File: src/rtl/hazard_unit_v.sv
// Hazard unit for the 5-stage vector pipeline: operand forwarding, load-use and
// branch stall/flush control, plus a registered sequencer for multi-beat vector memory ops.
`timescale 1ns/1ps
module hazard_unit_v #(
  parameter int REG_ADDR_W = 4,
  parameter int VMEM_BEATS = 4
) (
  input  logic                  clk,
  input  logic                  reset,
  input  logic [REG_ADDR_W-1:0] RA1D,
  input  logic [REG_ADDR_W-1:0] RA2D,
  input  logic [REG_ADDR_W-1:0] RA1E,
  input  logic [REG_ADDR_W-1:0] RA2E,
  input  logic [REG_ADDR_W-1:0] WA3E,
  input  logic [REG_ADDR_W-1:0] WA3M,
  input  logic [REG_ADDR_W-1:0] WA3W,
  input  logic                  RegWriteM,
  input  logic                  RegWriteW,
  input  logic                  MemtoRegE,
  input  logic                  BranchTakenE,
  input  logic                  VMemStartM,
  input  logic                  VMemAck,
  output logic [1:0]            ForwardAE,
  output logic [1:0]            ForwardBE,
  output logic                  StallF,
  output logic                  StallD,
  output logic                  StallE,
  output logic                  StallM,
  output logic                  FlushD,
  output logic                  FlushE,
  output logic                  FlushW,
  output logic                  VBusy
);

  localparam int CNT_W = $clog2(VMEM_BEATS + 1);

  typedef enum logic {RUN = 1'b0, VMEM = 1'b1} state_t;

  state_t           state;
  logic [CNT_W-1:0] cnt;
  logic             vbusy_q;
  logic             ld_stall;

  // The M-stage result is younger than W, so it wins when both match.
  function automatic logic [1:0] fwd_sel(
    input logic [REG_ADDR_W-1:0] ra,
    input logic [REG_ADDR_W-1:0] wa_m,
    input logic [REG_ADDR_W-1:0] wa_w,
    input logic                  we_m,
    input logic                  we_w
  );
    if (we_m && (wa_m == ra))      return 2'b10;
    else if (we_w && (wa_w == ra)) return 2'b01;
    else                           return 2'b00;
  endfunction

  assign ld_stall = MemtoRegE & ((WA3E == RA1D) | (WA3E == RA2D));

  always_ff @(posedge clk) begin
    if (reset) begin
      state   <= RUN;
      cnt     <= '0;
      vbusy_q <= 1'b0;
    end else begin
      case (state)
        RUN: begin
          if (VMemStartM) begin
            state   <= VMEM;
            cnt     <= CNT_W'(VMEM_BEATS);
            vbusy_q <= 1'b1;
          end
        end
        VMEM: begin
          // Further start pulses are ignored: M is frozen while beats drain.
          if (VMemAck && (cnt != '0)) begin
            cnt <= cnt - CNT_W'(1);
            if (cnt == CNT_W'(1)) begin
              state   <= RUN;
              vbusy_q <= 1'b0;
            end
          end
        end
      endcase
    end
  end

  always_comb begin
    ForwardAE = 2'b00;
    ForwardBE = 2'b00;
    StallF    = 1'b0;
    StallD    = 1'b0;
    StallE    = 1'b0;
    StallM    = 1'b0;
    FlushD    = 1'b0;
    FlushE    = 1'b0;
    FlushW    = 1'b0;
    VBusy     = 1'b0;
    if (reset) begin
      FlushD = 1'b1;
      FlushE = 1'b1;
      FlushW = 1'b1;
    end else begin
      ForwardAE = fwd_sel(RA1E, WA3M, WA3W, RegWriteM, RegWriteW);
      ForwardBE = fwd_sel(RA2E, WA3M, WA3W, RegWriteM, RegWriteW);
      VBusy     = vbusy_q;
      if (state == VMEM) begin
        // Whole front end frozen; a bubble into W avoids a duplicate writeback.
        StallF = 1'b1;
        StallD = 1'b1;
        StallE = 1'b1;
        StallM = 1'b1;
        FlushW = 1'b1;
      end else begin
        StallF = ld_stall;
        StallD = ld_stall;
        FlushE = ld_stall | BranchTakenE;
        FlushD = BranchTakenE;
      end
    end
  end

endmodule

File: config.mk
export PLATFORM = sky130hd
export DESIGN_NAME = hazard_unit_v
export DESIGN_NICKNAME = d
export VERILOG_FILES = /design/src/rtl/hazard_unit_v.sv
export SDC_FILE = /design/constraint.sdc
export NUM_CORES = 1
export LEC_CHECK = 0
export ABC_AREA = 1
export BUFFER_PORTS_ARGS = -buffer_cell sky130_fd_sc_hd__buf_4
export CAP_MARGIN = 20
export CORE_UTILIZATION = 30
export CTS_CLUSTER_DIAMETER = 60
export DETAILED_ROUTE_END_ITERATION = 8
export PLACE_DENSITY = 0.68
export SLEW_MARGIN = 30
export SYNTH_ARGS = -nofsm -noshare
export SYNTH_HDL_FRONTEND = slang
export SYNTH_SLANG_ARGS = --single-unit
File: constraint.sdc
create_clock -name clk -period 1.8 [get_ports clk]
set_input_delay 0.36 -clock clk [delete_from_list [all_inputs] [get_ports clk]]
set_output_delay 0.36 -clock clk [all_outputs]
set_load 0.005 [all_outputs]
# Word-level counts from Yosys, hierarchy flattened
# Cells that the tools add are included.
[totals]
register_bits = 5
output_inout_bits = 12
wordCells = 53
[op_classes]
addsub = 1
eq_ne = 10
mux = 27
n_bitwise = 4
reduce_logical = 8
[ops]
columns = ["operator", "count"]
rows = [
  ["4-bit == test", 6],
  ["1-bit two-way mux", 18],
  ["2-bit two-way mux", 4],
  ["3-bit two-way mux", 2],
  ["3-bit one-hot mux with 2 select lines", 1],
  ["1-bit logical AND", 5],
  ["2-bit by 1-bit inequality test with 1-bit output, second input constant", 2],
  ["1-bit one-hot mux with 2 select lines", 2],
  ["3-bit by 1-bit == test with 1-bit output, second input constant", 1],
  ["3-bit AND reduction", 1],
  ["3-bit nonzero test", 1],
  ["3-bit by 1-bit subtractor with 3-bit output, second input constant", 1],
  ["2-bit inequality test, second input constant", 1],
  ["1-bit bitwise OR", 2],
  ["2-bit AND reduction", 1],
  ["1-bit bitwise AND", 1],
  ["1-bit NOT", 1],
]

# Longest topological paths before layout
[depth]
depth_word = 6
ltp_mapped = 9
mapped_depth_nobuf = 9

# Worst setup path before layout
# No wires, ideal clock.
[synth_timing]
path_kind = "input-to-output"
from = "input WA3E[0]"
to = "output StallF"
arrival_ns = 0.927
slack_ns = 0.513
path_stages = 9
path_buffers = 1
cell_sequence = "inv_1 nand2_1 nand2_1 nor2_1 nand2_1 nand2_1 nand3_1 nand2_1 buf_4"
[synth_between]
elab_chain_cells = 5
[synth_lines]
columns = ["element", "line", "source"]
rows = [
  ["start, declared", "14", "input logic [REG_ADDR_W-1:0] WA3E,"],
  ["4-bit == test", "57", "assign ld_stall = MemtoRegE & ((WA3E == RA1D) | (WA3E == RA2D));"],
  ["1-bit bitwise OR *", "57", ""],
  ["1-bit bitwise AND *", "57", ""],
  ["1-bit two-way mux * (2 in a row)", "-", ""],
  ["end, declared", "25", "output logic StallF,"],
]
# Every way passes the cells marked *; elsewhere a longest branch is shown, timed or not.

# Worst setup path after layout
[layout_timing]
from = "input RA1E[2]"
to = "output ForwardAE[1]"
[layout_between]
elab_chain_cells = 4
[layout_lines]
columns = ["element", "line", "source"]
rows = [
  ["start, declared", "12", "input logic [REG_ADDR_W-1:0] RA1E,"],
  ["4-bit == test", "52", "if (we_m && (wa_m == ra)) return 2'b10;"],
  ["1-bit logical AND", "52", ""],
  ["2-bit two-way mux", "52", ""],
  ["2-bit two-way mux", "98", "if (reset) begin"],
  ["end, declared", "23", "output logic [1:0] ForwardAE,"],
]
# Every way passes these cells.

==> results <==
- The flow ran to the end, and the final reports show no timing, DRC or antenna violations.
- The first element of the critical path is RA1E[2].
- Clock-pin slew was measured on the worst setup and hold paths at 40 ps.
- The detailed-route vias per instance is 4.417.
- The final count of pins violating max slew is 0.
- The number of hold buffers added after CTS was 0.
- Setup repair after global routing left no endpoint under its margin.
- The most prevalent standard cell on the critical path is sky130_fd_sc_hd__buf_4.
- The path class of the tightest hold or removal check is input port to register.
- The average cell area after synthesis is 5.403 sq um.
- The slowest stage of the critical path belongs to the cell sky130_fd_sc_hd__nor3_1.
- The global router's overall resource usage is 14.29%.
- In the finished design, the share of the clock period the worst path needs comes to 85.43%.
- The cell area that synthesis handed to floorplanning was 729.5 sq um.
- Overall power consumption after layout is estimated at 458.6 uW.
- From left edge to right edge, the die measures 51.31 microns.
- The DRC violation total after the first TritonRoute iteration is 26.
- The worst clock skew is 1.539 ps.
- The endpoint type of the worst setup path is an output port.
- After legalization and detailed placement, the total HPWL measured 1678 microns.
- TritonCTS built the clock tree.
- The number of buffers between clock root and the deepest sink is 2.
- At the worst endpoint, the arrival time is 1180 ps.
- The worst-case IR drop observed on VDD is 0.0003399 V.
- The smallest clock period supported by the final layout is computed as 1538 ps.
- The register bit total from synthesis is 5.
- The number of synthesized flops with an enable pin is 0.
- The top achievable clock speed is 650.3 MHz.
- Relative to the synthesized area, the layout overhead comes to 53.17%.
- Of the cells placed in the final design, the portion with a size suffix greater than 1 is 30.60%.
- Entering global routing, the biggest net connects 9 pins.
- The die height is 51.31 microns.
- The maximum level of the CTS H-tree is 1.
- The number of fillers in the final layout is 247.
- The cell sitting at the root of the clock tree is a sky130_fd_sc_hd__clkbuf_4.
- The most used flip-flop cell after synthesis is sky130_fd_sc_hd__dfxtp_1.
- For this design the static power due to leakage is 0.6573 nW.
- The number of I/O pins is 48.
- After floorplanning, the core was sized to cover 2255 sq um.
- The count of cells resized by post-cts repair is 0.
- The number of clock sinks is 5.
- Counting the buffers created by CTS gives 3.
- The number of global-route vias before repair came to 771.
- Dividing total power by cell area gives a power density of 410.5 nW/um^2.
- In this design, the stage delay of the slowest critical-path cell is 230 ps.
- In the layout the commonest cells are 47 x sky130_fd_sc_hd__buf_4, 44 x sky130_fd_sc_hd__nand2_1, 27 x sky130_fd_sc_hd__inv_1, 16 x sky130_fd_sc_hd__nor2_1, 8 x sky130_fd_sc_hd__a21oi_1.
- Of the synthesized area, sequential elements account for 13.72%.
- The Yosys step of the flow raised 0 warnings.
- STA puts the critical path data required time at 1440 ps.
- The length in cells of the worst reg-to-reg path is 7.
- The end point of the critical path is ForwardAE[1].
- The row count is 17.
- At the later pin of the worst-skew pair, clock insertion delay measures 240 ps.
- The number of nets in the final layout is 223.
- The final count of hold timing violations is 0.
- The first-pass iteration count of the detailed router is 4.
- The area taken by flip-flops and latches is 100.1 sq um.
- Setup violations remaining at the end of the flow were counted as 0.
- The number of placed cells counting well taps is 207.
- The slew at the pin with the worst max-slew slack is 283.3 ps.
- The DRC violations left is 0.
- The startpoint identified for the worst hold timing path is VMemStartM.
- The congestion estimate from routability-driven global placement came to 0.8341.
- Counting flops with an async set or reset pin after synthesis yields a share of 0%.
- The per-cell routed wire length is 9.294 microns.
- Once detail routing completed, the nets flagged for antenna violations numbered 0.
- The wire length of the first global-routing pass is 2911 microns.
- In this run the worst path has a maximum fanout of 2.
- The signal on the critical path passes through buf_4 > xnor2_1 > nand4_1 > nor3_1 > buf_4.
- The critical path class is input port to output port.
- The headroom to the max-slew limit is 80.91%.
- The worst flop-to-flop path endpoint is vbusy_q.
- The post-layout instance count excluding filler cells is 211.
- The max-capacitance violation count is 0.
- The category of the worst setup path launch point is an input port.
- The repair_antennas step left the layout with diodes totalling 0.
- The summed negative setup slack over all endpoints is 0 ps.
- The initial antenna violation count came to 0.
- After technology mapping, the gate count stands at 135.
- The most frequent standard cell in the layout excluding fill and tap cells is sky130_fd_sc_hd__buf_4.
- The routed layout has 932 vias.
- The initial utilization of the core area, before any placement, comes to 32.35%.
- The global-route congestion overflow total is 0.
- The multi-input gate area in the final layout is 481.7 sq um.
- After detailed routing, the total wire length is 1961 microns.
- The floorplan step defined a die boundary enclosing 2633 sq um.
- In this run the tool buffered the top-level ports with 47 buffer cells.
- The net count after synthesis is 174.
- The startpoint identified for the worst register-to-register timing path is cnt[0].
- The buffer count from post-CTS setup fixing is 0.
- The distinct cell type count of the synthesized netlist is 22.
- The register-to-register setup slack is 320 ps.
## cells by family after synthesis
logic type      Yosys count  share of synthesized area [%]
fa+ha+maj                 3                          5.146
xor+xnor                  7                          8.405
compound gates           14                          10.81
buf+inv                  34                          20.24
flops                     5                          13.72
simple gates             72                          41.68
## metal layers
metal / up-vias / wire length [microns] / GRT usage [%]
met5: - / 0 / 0
met2: 34 / 970 / 26.97
met4: 0 / 0 / 3.153
met3: 0 / 125 / 2.381
met1: 395 / 865 / 16.58
li1: 503 / - / -
## worst min-delay path by stage
stage,endpoint,cells after the start
2_1_floorplan,vbusy_q,2
3_3_place_gp,vbusy_q,2
3_5_place_dp,vbusy_q,2
4_1_cts,state,3
5_1_grt,cnt[1],2
6_report,state,3
## registers in the layout, summed over array words and instances (netlist names)
signal / count
cnt: 3
state: 1
vbusy_q: 1
## power by group
part           switching [mW]  internal, mW
Combinational          0.0981         0.111
Clock                  0.0432        0.0836
Sequential            0.00431         0.119
## Yosys cell counts, types with 3 or more instances
cell type / number / share of area, %
sky130_fd_sc_hd__nand3_1: 4 / 2.7
sky130_fd_sc_hd__nor2_1: 16 / 8.2
sky130_fd_sc_hd__dfxtp_1: 5 / 14
sky130_fd_sc_hd__xnor2_1: 4 / 4.8
sky130_fd_sc_hd__inv_1: 27 / 14
sky130_fd_sc_hd__nand2_1: 44 / 23
sky130_fd_sc_hd__xor2_1: 3 / 3.6
sky130_fd_sc_hd__ha_1: 3 / 5.1
sky130_fd_sc_hd__inv_2: 3 / 1.5
sky130_fd_sc_hd__a21oi_1: 8 / 5.5
## stage by stage
stage | cell area (sq um) | hold WS, ps | setup WS [ps] | utilization [%]
2_1_floorplan | 729.5 | 432.4 | 512.5 | -
3_3_place_gp | 1091 | 445.2 | 237.9 | 48.39
3_5_place_dp | 1091 | 471.1 | 248.3 | 48.39
4_1_cts | 1117 | 349.5 | 239.2 | 49.56
5_1_grt | 1117 | 364.1 | 176.5 | 49.56
6_report | 1117 | 354.3 | 262.3 | 49.56
## final cells by class
class	instances	area share, %
Clock buffer	4	2.352
Inverter	31	10.86
Multi-Input combinational cell	96	43.11
Sequential cell	5	8.959
Tap cell	28	3.136
Timing Repair Buffer	47	31.58
## critical path, delay by kind of cell
kind                      cells  cell delay [ps]
and+or+nand+nor               2              360
buffers and inverters         2              270
xor gates and xnor gates      1              190
Power figures use the tool's default switching activity.
